$ cat config.mk
export PLATFORM = sky130hd
export DESIGN_NAME = vga_tile_renderer
export DESIGN_NICKNAME = d
export VERILOG_FILES = /design/src/rtl/vga_pkg.sv /design/src/rtl/vga_blink_timer.sv /design/src/rtl/vga_tile_renderer.sv
export SDC_FILE = /design/constraint.sdc
export NUM_CORES = 1
export LEC_CHECK = 0
export ABC_AREA = 1
export CORE_ASPECT_RATIO = 1.25
export CORE_MARGIN = 3
export CORE_UTILIZATION = 40
export DETAILED_ROUTE_END_ITERATION = 8
export MAX_ROUTING_LAYER = met4
export PLACE_DENSITY = 0.67
export SLEW_MARGIN = 20
export SYNTH_ARGS = -nofsm -noshare
export SYNTH_HDL_FRONTEND = slang
export SYNTH_SLANG_ARGS = --single-unit
$ cat constraint.sdc
create_clock -name clk -period 2.7 [get_ports clk]
set_input_delay 0.27 -clock clk [delete_from_list [all_inputs] [get_ports clk]]
set_output_delay 0.27 -clock clk [all_outputs]
set_load 0.05 [all_outputs]
$ cat src/rtl/vga_pkg.sv
// Shared constants and tile-word helpers for the VGA tile renderer.
package vga_pkg;

    localparam int H_TILES    = 20;
    localparam int V_TILES    = 15;
    localparam int TILE_SHIFT = 5;
    localparam int H_ACTIVE   = H_TILES << TILE_SHIFT;
    localparam int V_ACTIVE   = V_TILES << TILE_SHIFT;

    localparam logic [1:0] PAT_SOLID_FG = 2'b00;
    localparam logic [1:0] PAT_CHECK    = 2'b01;
    localparam logic [1:0] PAT_BORDER   = 2'b10;
    localparam logic [1:0] PAT_SOLID_BG = 2'b11;

    localparam int FG_LSB    = 0;
    localparam int FG_MSB    = 2;
    localparam int BG_LSB    = 3;
    localparam int BG_MSB    = 5;
    localparam int BLINK_BIT = 6;
    localparam int PAT_LSB   = 7;
    localparam int PAT_MSB   = 8;

    // ty*20 + tx built from shifts; largest result is 299, so 9 bits suffice.
    function automatic logic [8:0] tile_offset(input logic [3:0] ty, input logic [4:0] tx);
        return {1'b0, ty, 4'b0000} + {3'b000, ty, 2'b00} + {4'b0000, tx};
    endfunction

    function automatic logic [2:0] decode_rgb(input logic [8:0] d,
                                              input logic [4:0] lx,
                                              input logic [4:0] ly,
                                              input logic       phase);
        logic [2:0] fg;
        logic [2:0] bg;
        logic [2:0] rgb;
        bg = d[BG_MSB:BG_LSB];
        fg = (d[BLINK_BIT] && phase) ? bg : d[FG_MSB:FG_LSB];
        case (d[PAT_MSB:PAT_LSB])
            PAT_SOLID_FG: rgb = fg;
            PAT_CHECK:    rgb = (lx[2] ^ ly[2]) ? fg : bg;
            PAT_BORDER:   rgb = (lx == 5'd0 || lx == 5'd31 || ly == 5'd0 || ly == 5'd31) ? fg : bg;
            default:      rgb = bg;
        endcase
        return rgb;
    endfunction

endpackage

$ cat src/rtl/vga_blink_timer.sv
// Counts vsync falling edges and toggles the blink phase every BLINK_FRAMES frames.
module vga_blink_timer #(
    parameter int   BLINK_FRAMES = 30,
    parameter logic SYNC_IDLE    = 1'b1
) (
    input  logic clk,
    input  logic reset,
    input  logic vsync_in,
    output logic blink_phase
);

    localparam int              CNT_W = (BLINK_FRAMES > 1) ? $clog2(BLINK_FRAMES) : 1;
    localparam logic [CNT_W-1:0] LAST = CNT_W'(BLINK_FRAMES - 1);

    logic             r_vs_prev;
    logic [CNT_W-1:0] r_frame_cnt;
    logic             r_phase;
    logic             w_fall;

    assign w_fall      = r_vs_prev & ~vsync_in;
    assign blink_phase = r_phase;

    always_ff @(posedge clk or negedge reset) begin
        if (!reset) begin
            r_vs_prev   <= SYNC_IDLE;
            r_frame_cnt <= '0;
            r_phase     <= 1'b0;
        end else begin
            r_vs_prev <= vsync_in;
            if (w_fall) begin
                if (r_frame_cnt == LAST) begin
                    r_frame_cnt <= '0;
                    r_phase     <= ~r_phase;
                end else begin
                    r_frame_cnt <= r_frame_cnt + CNT_W'(1);
                end
            end
        end
    end

endmodule

$ cat src/rtl/vga_tile_renderer.sv
// Three-stage tile renderer: address issue, tile-memory read, colour decode with
// hsync/vsync delayed to stay aligned with R/G/B.
module vga_tile_renderer
    import vga_pkg::*;
#(
    parameter int               ADDR_W       = 12,
    parameter logic [ADDR_W-1:0] BASE_ADDR   = '0,
    parameter int               BLINK_FRAMES = 30,
    parameter logic             SYNC_IDLE    = 1'b1
) (
    input  logic              clk,
    input  logic              reset,
    input  logic [9:0]        col,
    input  logic [8:0]        row,
    input  logic              active,
    input  logic              hsync_in,
    input  logic              vsync_in,
    output logic [ADDR_W-1:0] mem_addr,
    input  logic [8:0]        mem_data,
    output logic              R,
    output logic              G,
    output logic              B,
    output logic              hSync,
    output logic              vSync
);

    logic              w_in_range;
    logic              w_blink_phase;

    logic [ADDR_W-1:0] r_mem_addr;
    logic              r_v1;
    logic              r_v2;
    logic [4:0]        r_lx1;
    logic [4:0]        r_ly1;
    logic [4:0]        r_lx2;
    logic [4:0]        r_ly2;
    logic [2:0]        r_hs;
    logic [2:0]        r_vs;
    logic [2:0]        r_rgb;

    assign w_in_range = active && (col < 10'(H_ACTIVE)) && (row < 9'(V_ACTIVE));

    vga_blink_timer #(
        .BLINK_FRAMES(BLINK_FRAMES),
        .SYNC_IDLE   (SYNC_IDLE)
    ) u_blink (
        .clk        (clk),
        .reset      (reset),
        .vsync_in   (vsync_in),
        .blink_phase(w_blink_phase)
    );

    always_ff @(posedge clk or negedge reset) begin
        if (!reset) begin
            r_mem_addr <= BASE_ADDR;
            r_v1       <= 1'b0;
            r_v2       <= 1'b0;
            r_lx1      <= '0;
            r_ly1      <= '0;
            r_lx2      <= '0;
            r_ly2      <= '0;
            r_hs       <= {3{SYNC_IDLE}};
            r_vs       <= {3{SYNC_IDLE}};
            r_rgb      <= 3'b000;
        end else begin
            // Off-screen pixels leave the address alone; only the valid bit drops.
            if (w_in_range) begin
                r_mem_addr <= BASE_ADDR + ADDR_W'(tile_offset(row[8:5], col[9:5]));
            end
            r_v1  <= w_in_range;
            r_lx1 <= col[4:0];
            r_ly1 <= row[4:0];
            r_v2  <= r_v1;
            r_lx2 <= r_lx1;
            r_ly2 <= r_ly1;
            r_hs  <= {r_hs[1:0], hsync_in};
            r_vs  <= {r_vs[1:0], vsync_in};
            r_rgb <= r_v2 ? decode_rgb(mem_data, r_lx2, r_ly2, w_blink_phase) : 3'b000;
        end
    end

    assign mem_addr = r_mem_addr;
    assign R        = r_rgb[2];
    assign G        = r_rgb[1];
    assign B        = r_rgb[0];
    assign hSync    = r_hs[2];
    assign vSync    = r_vs[2];

endmodule
-- Word level (Yosys, flattened, before mapping)
Cells that the tools add are included.
- register bits: 47
- input port bits: 33
- logic and storage cells: 43
- output and inout port bits: 17
- add/subtract/negate cells: 3
- bitwise logic cells: 4
- $lt $le $gt $ge: 2
- reduce and logical (&&, ||, !) cells: 10
- multiplexer cells: 6
- eq/ne operators: 5
- operators by type and width (operator ; number):
    $eq A5 B5 Y1 const B ; 3
    $mux W3 ; 4
    $logic_not A5 Y1 ; 2
    $lt A10 B10 Y1 const B ; 1
    $add A8 B6 Y9 ; 1
    $add A9 B5 Y9 ; 1
    $lt A9 B9 Y1 const B ; 1
    $pmux W3 S3 ; 1
    $add A5 B1 Y5 const B ; 1
    $mux W5 ; 1
    $logic_and A1 B1 Y1 ; 3
    $logic_or A1 B1 Y1 ; 3
    $eq A2 B1 Y1 const B ; 1
    $eq A2 B2 Y1 const B ; 1
    $logic_not A2 Y1 ; 1
    $not A1 Y1 ; 2
    $reduce_and A2 Y1 ; 1
    $and A1 B1 Y1 ; 1
    $xor A1 B1 Y1 ; 1

-- Depth between registers and ports, before layout
Gate-level depths: netlist of run 1.
- depth after elaboration: 7
- gate-level depth with buffers: 8
- depth with buffers taken out: 8

-- Hierarchy
A second synthesis of run 1 with hierarchy kept.
- cell total of the unflattened synthesis: 220
- area total of the unflattened synthesis: 2108.3 um2
- by module, submodules not included (module ; times used ; seq. area each (um2) ; area an instance (um2) ; cells each):
    vga_tile_renderer ; 1 ; 1008.5 ; 1736.7 ; 175
    vga_blink_timer ; 1 ; 176.4 ; 371.6 ; 45

-- Worst setup path after synthesis of run 1
Ideal clock, no wire load.
- path type: input to register
- start: input port col[9]
- end: register r_mem_addr[7], in the netlist mem_addr[7]
- buffers on the path: 0
- arrival time: 1.709 ns
- slack: 0.869 ns
- data required time: 2.578 ns
- cell stages on the path: 6
- setup time: 0.122 ns
- path through: fa_1 -> inv_1 -> fa_1 -> o21ai_0 -> xnor2_1 -> o21ai_1
- cells in the longest elaborated chain, start to end: 3
- elaborated cells between the ends (all ways): 4
- those cells by class: add/sub (1); order compare (1); reduce/logical (2)
- ends and longest elaborated chain (element ; RTL line ; source):
    start: declaration ; vga_tile_renderer.sv:13 ; input logic [9:0] col,
    $lt A10 B10 Y1 ; vga_tile_renderer.sv:41 ; assign w_in_range = active && (col < 10'(H_ACTIVE)) && (row < 9'(V_ACTIVE));
    $logic_and A1 B1 Y1 (2 in series) ; vga_tile_renderer.sv:41 ;
    end signal: assignment ; vga_tile_renderer.sv:68 ; r_mem_addr <= BASE_ADDR + ADDR_W'(tile_offset(row[8:5], col[9:5]));
    end: declaration ; vga_tile_renderer.sv:30 ; logic [ADDR_W-1:0] r_mem_addr;
Parallel ways exist; a longest one is shown, timed or not.
A chain may end at the register's enable or synchronous reset.

-- Worst setup path in the final report of run 1
Ends and elaborated chain as after synthesis.

==> results.rst, run 1 <==
.. list-table::
   :header-rows: 1

   * - Metric
     - Value
   * - TNS Setup
     - 0 ns
   * - Core area
     - between 4000 and 5000 µm²
   * - Static leakage
     - roughly 0.0012 µW
   * - Post-placement cell count
     - just over 300
   * - Layout filler cell count
     - about 440
   * - Transition at the pin with the smallest max-transition slack
     - between 0.9 and 1 ns
   * - Ranking of synthesized cells by area
     - sky130_fd_sc_hd__dfrtp_1 (49%), sky130_fd_sc_hd__nand2_1 (9.1%), sky130_fd_sc_hd__dfstp_2 (7.8%)
   * - Number of optimization iterations in the first detailed-route pass
     - 4
   * - Sink count of the clock tree
     - between 40 and 50
   * - Antenna Nets Post-Route
     - 0
   * - Routed len/inst
     - between 10 and 15 µm
   * - DPL Wire Length
     - between 2000 and 3000 µm
   * - Crit path required time
     - around 2.9 ns
   * - Remaining routing DRC violations
     - 0
   * - Count of distinct cell types in the synthesized netlist
     - 27
   * - Number of gates resized after CTS
     - 0
   * - Launch point of the worst reg-to-reg path
     - r_vs[0]$_DFF_PN1_
   * - Summed instance area of the synthesized netlist
     - 2020 µm²
   * - Post-Syn Area per Cell
     - between 9 and 10 µm²
   * - Placed cell areas
     - 2530 µm²
   * - Type of the worst min-delay path
     - input pin to asynchronous set/reset pin
   * - I/O pin total
     - 50
   * - Number of pins with negative max-slew slack in the final report
     - 0
   * - Maximum vdd ir drop
     - approximately 0.43 mV
   * - Number of hold violations in the final report
     - 0
   * - Count of nets after finishing
     - slightly below 300
   * - Vias in the first global route
     - around 1,500
   * - Width of the chip
     - about 70 µm
   * - Power density over the cells
     - 653 nW/µm²
   * - GR Util All Layers
     - 13.3%
   * - Max transition margin
     - between 30% and 40%
   * - Routed wire length
     - between 3000 and 4000 µm
   * - Share of the synthesized area in the top cell type
     - between 40% and 50%
   * - Max Clock Freq
     - just under 500 MHz
   * - TritonCTS clock tree
     - done
   * - Clock buffers created by TritonCTS
     - 5
   * - Clock Pin Slew Worst Setup and Hold Paths
     - 0.08 ns
   * - Maximum number of pins on one net before global-route repair
     - 47
   * - Type of destination of the critical path
     - flop
   * - CP startpoint kind
     - input pin
   * - Global-route wire length before repair
     - approximately 6000 µm
   * - Most common cell after layout, fill and taps aside
     - sky130_fd_sc_hd__nand2_1
   * - Clock Latency Late Sink
     - between 0.2 and 0.3 ns
   * - Port buffer count
     - 46
   * - Max-cap check violation count
     - 0
   * - Number of non-filler instances in the completed layout
     - 315
   * - Antenna violations before repair
     - 0
   * - Total grt overflow
     - 0
   * - Detailed Route Iter0 Violations
     - 55
   * - Top cell type by total area after synthesis
     - sky130_fd_sc_hd__dfrtp_1
   * - Leading cell types in the layout, fill and taps excluded
     - sky130_fd_sc_hd__nand2_1 (49), sky130_fd_sc_hd__clkdlybuf4s50_1 (45), sky130_fd_sc_hd__dfrtp_1 (40), sky130_fd_sc_hd__inv_1 (19), sky130_fd_sc_hd__nor2_1 (18)
   * - Cells on worst reg2reg path
     - 7
   * - Die outline height
     - approximately 86 µm
   * - Share of the cycle needed by the critical path after routing
     - roughly 77%
   * - Routed vias
     - 1,446
   * - Max Root-Sink Buffers
     - 2
   * - Cell count after synthesis
     - a little over 200
   * - Final worst hold slack
     - around 0.12 ns
   * - Seq cells post-synth
     - 46
   * - GP Congestion
     - 0.808
   * - Count of synthesis-stage warnings from yosys
     - 0
   * - Setup violations, final
     - 0
   * - Buffer type at the clock tree root
     - sky130_fd_sc_hd__clkbuf_8
   * - Synth-to-Final Area Change
     - 29.4%
   * - Worst clock skew on the final layout
     - 0.00352 ns
   * - Ratio of cells with drive above 1 in the final layout
     - around an eighth
   * - Initial Util
     - 42.2%
   * - Critical path class
     - input pin to flop
   * - Critical register-to-register path endpoint
     - u_blink.r_frame_cnt[3]$_DFFE_PN0P_
   * - H-tree levels
     - 2
   * - Critical-path maximum fanout
     - 2
   * - Diode count
     - 0
   * - Postcts setup bufs
     - 0
   * - Hold buffer count at cts
     - 0
   * - Min Tclk post-route
     - between 2 and 2.5 ns
   * - Startpoint of the worst setup timing path
     - col[9]
   * - Status
     - complete, no violations
   * - Worst setup slack for register-to-register paths
     - 1.35 ns
   * - Vias per inst
     - roughly 4.6
   * - Std-Cell Rows
     - 28
   * - Die area
     - just under 6000 µm²
   * - Worst EP arrival
     - approximately 2.3 ns
   * - Sequential area share after synthesis
     - 57.2%
   * - Final standard cell area without fillers
     - approximately 2600 µm²
   * - Unrepaired setup endpoints after global routing
     - false
Yosys cell counts:
| master | number |
|---|---|
| sky130_fd_sc_hd__nor2_2 | 3 |
| sky130_fd_sc_hd__xnor2_1 | 1 |
| sky130_fd_sc_hd__xnor2_2 | 1 |
| sky130_fd_sc_hd__nor2_4 | 2 |
| sky130_fd_sc_hd__buf_6 | 1 |
| sky130_fd_sc_hd__o21ai_2 | 5 |
| sky130_fd_sc_hd__o21ai_1 | 3 |
| sky130_fd_sc_hd__nand2_1 | 49 |
| sky130_fd_sc_hd__dfstp_2 | 6 |
| sky130_fd_sc_hd__dfrtp_1 | 40 |
| sky130_fd_sc_hd__xor2_1 | 2 |
| sky130_fd_sc_hd__o21ai_0 | 8 |
| sky130_fd_sc_hd__a21oi_1 | 6 |
| sky130_fd_sc_hd__conb_1 | 1 |
| sky130_fd_sc_hd__a21oi_2 | 3 |
| sky130_fd_sc_hd__a31oi_1 | 1 |
| sky130_fd_sc_hd__o22ai_1 | 1 |
| sky130_fd_sc_hd__nand2_2 | 3 |
| sky130_fd_sc_hd__nand3_1 | 13 |
| sky130_fd_sc_hd__ha_1 | 9 |
| sky130_fd_sc_hd__inv_1 | 19 |
| sky130_fd_sc_hd__inv_2 | 1 |
| sky130_fd_sc_hd__nor2_1 | 18 |
| sky130_fd_sc_hd__fa_1 | 2 |
| sky130_fd_sc_hd__nand4_1 | 1 |
| sky130_fd_sc_hd__buf_4 | 3 |
| sky130_fd_sc_hd__a21o_1 | 1 |
worst max path at each step:
stage,endpoint,slack [ns],depth (start not counted)
floorplan,mem_addr[7]$_DFFE_PN0P_,0.87,6
global route,mem_addr[7]$_DFFE_PN0P_,0.53,7
global placement,mem_addr[7]$_DFFE_PN0P_,0.34,7
finish,mem_addr[7]$_DFFE_PN0P_,0.62,7
CTS,mem_addr[7]$_DFFE_PN0P_,0.62,7
detailed placement,mem_addr[7]$_DFFE_PN0P_,0.30,7
registers in the layout, summed over array words and instances (netlist names), 5 cells and up:
| signal | cells |
|---|---|
| mem_addr | 9 |
| r_lx1 | 5 |
| r_lx2 | 5 |
| r_ly1 | 5 |
| r_ly2 | 5 |
| u_blink.r_frame_cnt | 5 |
cell families after synthesis:
family / after synthesis / share of synthesized area, %
and+or+nand+nor: 89 / 18.9
adders and majority gates: 11 / 7.54
DFF: 46 / 57.2
xor gates and xnor gates: 4 / 2.10
AOI/OAI and AO/OA: 28 / 8.65
buffers and inverters: 24 / 5.38
other: 1 / 0.185
metal layers:
layer	wire length [µm]	vias to the layer above	global-route usage (%)
met1	1430	654	14.5
met2	1650	44	22.0
met4	79	0	6.79
li1	-	743	-
met5	0	-	-
met3	214	5	3.99
critical path: stages:
cell and delay (ns):
sky130_fd_sc_hd__clkdlybuf4s50_1 0.45, sky130_fd_sc_hd__fa_1 0.57, sky130_fd_sc_hd__inv_1 0.07, sky130_fd_sc_hd__fa_1 0.45, sky130_fd_sc_hd__o21ai_0 0.23, sky130_fd_sc_hd__xnor2_1 0.14, sky130_fd_sc_hd__o21ai_1 0.07
report_power, final:
part | leakage [µW] | internal (µW) | total, µW | switching (µW)
registers | 0.000546 | 780 | 841 | 61.5
logic | 0.000626 | 181 | 460 | 279
clock network | 0.0000482 | 206 | 411 | 205
total | 0.00122 | 1170 | 1710 | 545
final cells by class:
class | instances | area, µm² | area share (%)
tap | 60 | 75.1 | 2.87
inverter | 20 | 75.1 | 2.87
timing repair buffer | 46 | 455 | 17.4
clock buffer | 7 | 86.3 | 3.30
sequential | 46 | 1160 | 44.2
clock inverter | 1 | 5.00 | 0.191
multi-input combinational | 135 | 764 | 29.2
through the flow:
stage               power (µW)  setup slack [ns]  util (%)
CTS                       1740             0.616      54.6
global placement          1310             0.342      52.7
floorplan                 1150             0.869         -
detailed placement        1320             0.301      52.7
finish                    1710             0.619      54.6
global route              1830             0.525      54.6
No activity file was read; power rests on OpenSTA's default activity.
==> inputs of run 2 (changes only) <==
--- a/config.mk
+++ b/config.mk
@@ -11,7 +11,7 @@
 export CORE_UTILIZATION = 40
 export DETAILED_ROUTE_END_ITERATION = 8
 export MAX_ROUTING_LAYER = met4
-export PLACE_DENSITY = 0.67
+export PLACE_DENSITY = 0.7
 export SLEW_MARGIN = 20
 export SYNTH_ARGS = -nofsm -noshare
 export SYNTH_HDL_FRONTEND = slang
==> constraint.sdc (replaced) <==
create_clock -name clk -period 1.73 [get_ports clk]
set_input_delay 0.173 -clock clk [delete_from_list [all_inputs] [get_ports clk]]
set_output_delay 0.173 -clock clk [all_outputs]
set_load 0.05 [all_outputs]
==> results.rst, run 2 (same netlist as run 1, synthesis figures left out) <==
.. list-table::
   :header-rows: 1

   * - Metric
     - Value
   * - Critical path class
     - flop to primary output
   * - Ratio of cells with drive above 1 in the final layout
     - 19.5% (+7.0 points)
   * - Number of pins with negative max-slew slack in the final report
     - 0 (unchanged)
   * - Width of the chip
     - 69.6 µm (unchanged)
   * - Unrepaired setup endpoints after global routing
     - false
   * - Sink count of the clock tree
     - 46 (unchanged)
   * - Max transition margin
     - 66.1% (+29 points)
   * - Max FFs per register
     - 9 (unchanged)
   * - Clock buffers created by TritonCTS
     - 5 (unchanged)
   * - Transition at the pin with the smallest max-transition slack
     - 0.507 ns (-0.434 ns)
   * - Max Clock Freq
     - between 600 and 700 MHz
   * - DPL Wire Length
     - 3020 µm (+15%)
   * - Static leakage
     - 0.00134 µW (+9.6%)
   * - GR Util All Layers
     - 14.1% (+0.88 points)
   * - Max Root-Sink Buffers
     - 2 (unchanged)
   * - Multi-input logic area
     - 779 µm² (+2.0%)
   * - Type of destination of the critical path
     - primary output
   * - Worst EP arrival
     - 1.47 ns (-0.78 ns)
   * - Setup violations, final
     - 0 (unchanged)
   * - TritonCTS clock tree
     - done
   * - Vias in the first global route
     - 1,528 (+5.3%)
   * - Crit path required time
     - 1.56 ns (-1.31 ns)
   * - Sequential cell area
     - 1160 µm² (unchanged)
   * - Power consumption
     - 3020 µW (+76%)
   * - Diode count
     - 0 (unchanged)
   * - Worst clock skew on the final layout
     - 0.00817 ns (+0.00465 ns)
   * - Number of optimization iterations in the first detailed-route pass
     - 4 (unchanged)
   * - Remaining routing DRC violations
     - 0 (unchanged)
   * - Number of buffers and inverters on the critical path
     - 1 (-1)
   * - Critical-path maximum fanout
     - 2 (unchanged)
   * - Core area
     - 4800 µm² (unchanged)
   * - Antenna violations before repair
     - 0 (unchanged)
   * - Total grt overflow
     - 0 (unchanged)
   * - Min Tclk post-route
     - about 1.6 ns
   * - Top delay family on crit path
     - buffers and inverters
   * - Global-route wire length before repair
     - 6530 µm (+8.5%)
   * - Clock Pin Slew Worst Setup and Hold Paths
     - 0.08 ns (about the same)
   * - Max-cap check violation count
     - 0 (unchanged)
   * - Die area
     - 5960 µm² (unchanged)
   * - Antenna Nets Post-Route
     - 0 (unchanged)
   * - Count of nets after finishing
     - 309 (+3.7%)
   * - Leading cell types in the layout, fill and taps excluded
     - sky130_fd_sc_hd__nand2_1 (49), sky130_fd_sc_hd__dfrtp_1 (40), sky130_fd_sc_hd__clkdlybuf4s50_1 (35), sky130_fd_sc_hd__inv_1 (19), sky130_fd_sc_hd__nor2_1 (18)
   * - Buffer type at the clock tree root
     - sky130_fd_sc_hd__clkbuf_8
   * - Most common cell after layout, fill and taps aside
     - sky130_fd_sc_hd__nand2_1
   * - Clock Latency Late Sink
     - 0.29 ns (about the same)
   * - Delay contributed by the slowest stage of the critical path
     - 0.81 ns (+0.24 ns)
   * - Routed wire length
     - 3760 µm (+11%)
   * - H-tree levels
     - 2 (unchanged)
   * - Die outline height
     - 85.5 µm (unchanged)
   * - Detailed Route Iter0 Violations
     - 93 (+69%)
   * - Initial Util
     - 42.2% (unchanged)
   * - Share of the cycle needed by the critical path after routing
     - between 90% and 100%
   * - Vias per inst
     - 4.67 (+1.6%)
   * - Status
     - complete, no violations
   * - I/O pin total
     - 50 (unchanged)
   * - CP startpoint kind
     - flop
   * - Crit path cell chain
     - clkdlybuf4s50_1
   * - Maximum number of pins on one net before global-route repair
     - 24 (-49%)
   * - Number of hold violations in the final report
     - 0 (unchanged)
   * - Std-Cell Rows
     - 28 (unchanged)
   * - Synth-to-Final Area Change
     - 36.8%
   * - Layout filler cell count
     - 434 (-2.3%)
   * - Maximum vdd ir drop
     - 0.530 mV (+22%)
   * - Type of the worst min-delay path
     - input pin to flop
   * - GP Congestion
     - 0.839 (+3.8%)
   * - Slowest cell on crit path
     - sky130_fd_sc_hd__clkdlybuf4s50_1
   * - Port buffer count
     - 46 (unchanged)
   * - TNS Setup
     - 0 ns (unchanged)
   * - Power density over the cells
     - 1090 nW/µm² (+67%)
   * - Routed vias
     - 1,521 (+5.2%)
   * - Routed len/inst
     - 11.5 µm (+7.6%)
-- run 2: power by group --
part | switching, µW | internal [µW]
registers | 98.5 | 1220
logic | 448 | 302
clock network | 337 | 616
total | 884 | 2130
-- run 2: worst paths after layout --
| path | startpoint | end | slack, ns | cells past startpoint |
|---|---|---|---|---|
| worst min-delay path | col[7] | r_v1$_DFF_PN0_ | 0.28 | 4 |
| worst max register to register | r_vs[0]$_DFF_PN1_ | u_blink.r_frame_cnt[4]$_DFFE_PN0P_ | 0.38 | 7 |
| max in group asynchronous | reset | r_vs[0]$_DFF_PN1_ | 0.76 | 3 |
| worst min register to register | r_lx1[0]$_DFF_PN0_ | r_lx2[0]$_DFF_PN0_ | 0.34 | 0 |
| worst max-delay path | mem_addr[7]$_DFFE_PN0P_ | mem_addr[7] | 0.08 | 1 |
| min in group asynchronous | reset | mem_addr[7]$_DFFE_PN0P_ | 0.38 | 2 |
-- run 2: stage by stage --
step	std cells	setup WS (ns)	utilization (%)	instance area [µm²]	hold WS, ns
CTS	326	0.00822	57.3	2750	0.275
finish	326	0.0846	57.7	2770	0.278
detailed placement	316	-0.527	53.9	2590	0.166
floorplan	205	0.0425	-	2030	-0.123
global placement	316	-0.471	53.9	2590	0.160
global route	326	0.00496	57.7	2770	0.283
-- run 2: routing by layer --
metal	global-route usage, %	share of wire, %
met4	5.40	1.4
met3	3.87	6.4
met1	15.5	41
met5	-	0
met2	24.6	51
-- run 2: layout make-up --
| type | instances | share of cell area (%) |
|---|---|---|
| Clock buffer | 6 | 2.98 |
| Clock inverter | 2 | 2.17 |
| Inverter | 20 | 2.71 |
| Multi-Input combinational cell | 135 | 28.2 |
| Sequential cell | 46 | 41.8 |
| Tap cell | 60 | 2.71 |
| Timing Repair Buffer | 57 | 19.4 |
-- run 2: timing repair --
action,in CTS,in global routing
pin swaps,3,7
cloned,0,0
hold buffers,1,0
endpoints found under the hold margin,21,0
setup buffers,1,0
gates resized for setup,4,7
endpoints found under the setup margin,2,3
==> inputs of run 3 (changes only) <==
--- a/config.mk
+++ b/config.mk
@@ -6,6 +6,7 @@
 export NUM_CORES = 1
 export LEC_CHECK = 0
 export ABC_AREA = 1
+export ABC_CLOCK_PERIOD_IN_PS = 1730
 export CORE_ASPECT_RATIO = 1.25
 export CORE_MARGIN = 3
 export CORE_UTILIZATION = 40
==> results of run 3 <==
No change in the layout: final DEF, timing and power equal those of run 2.
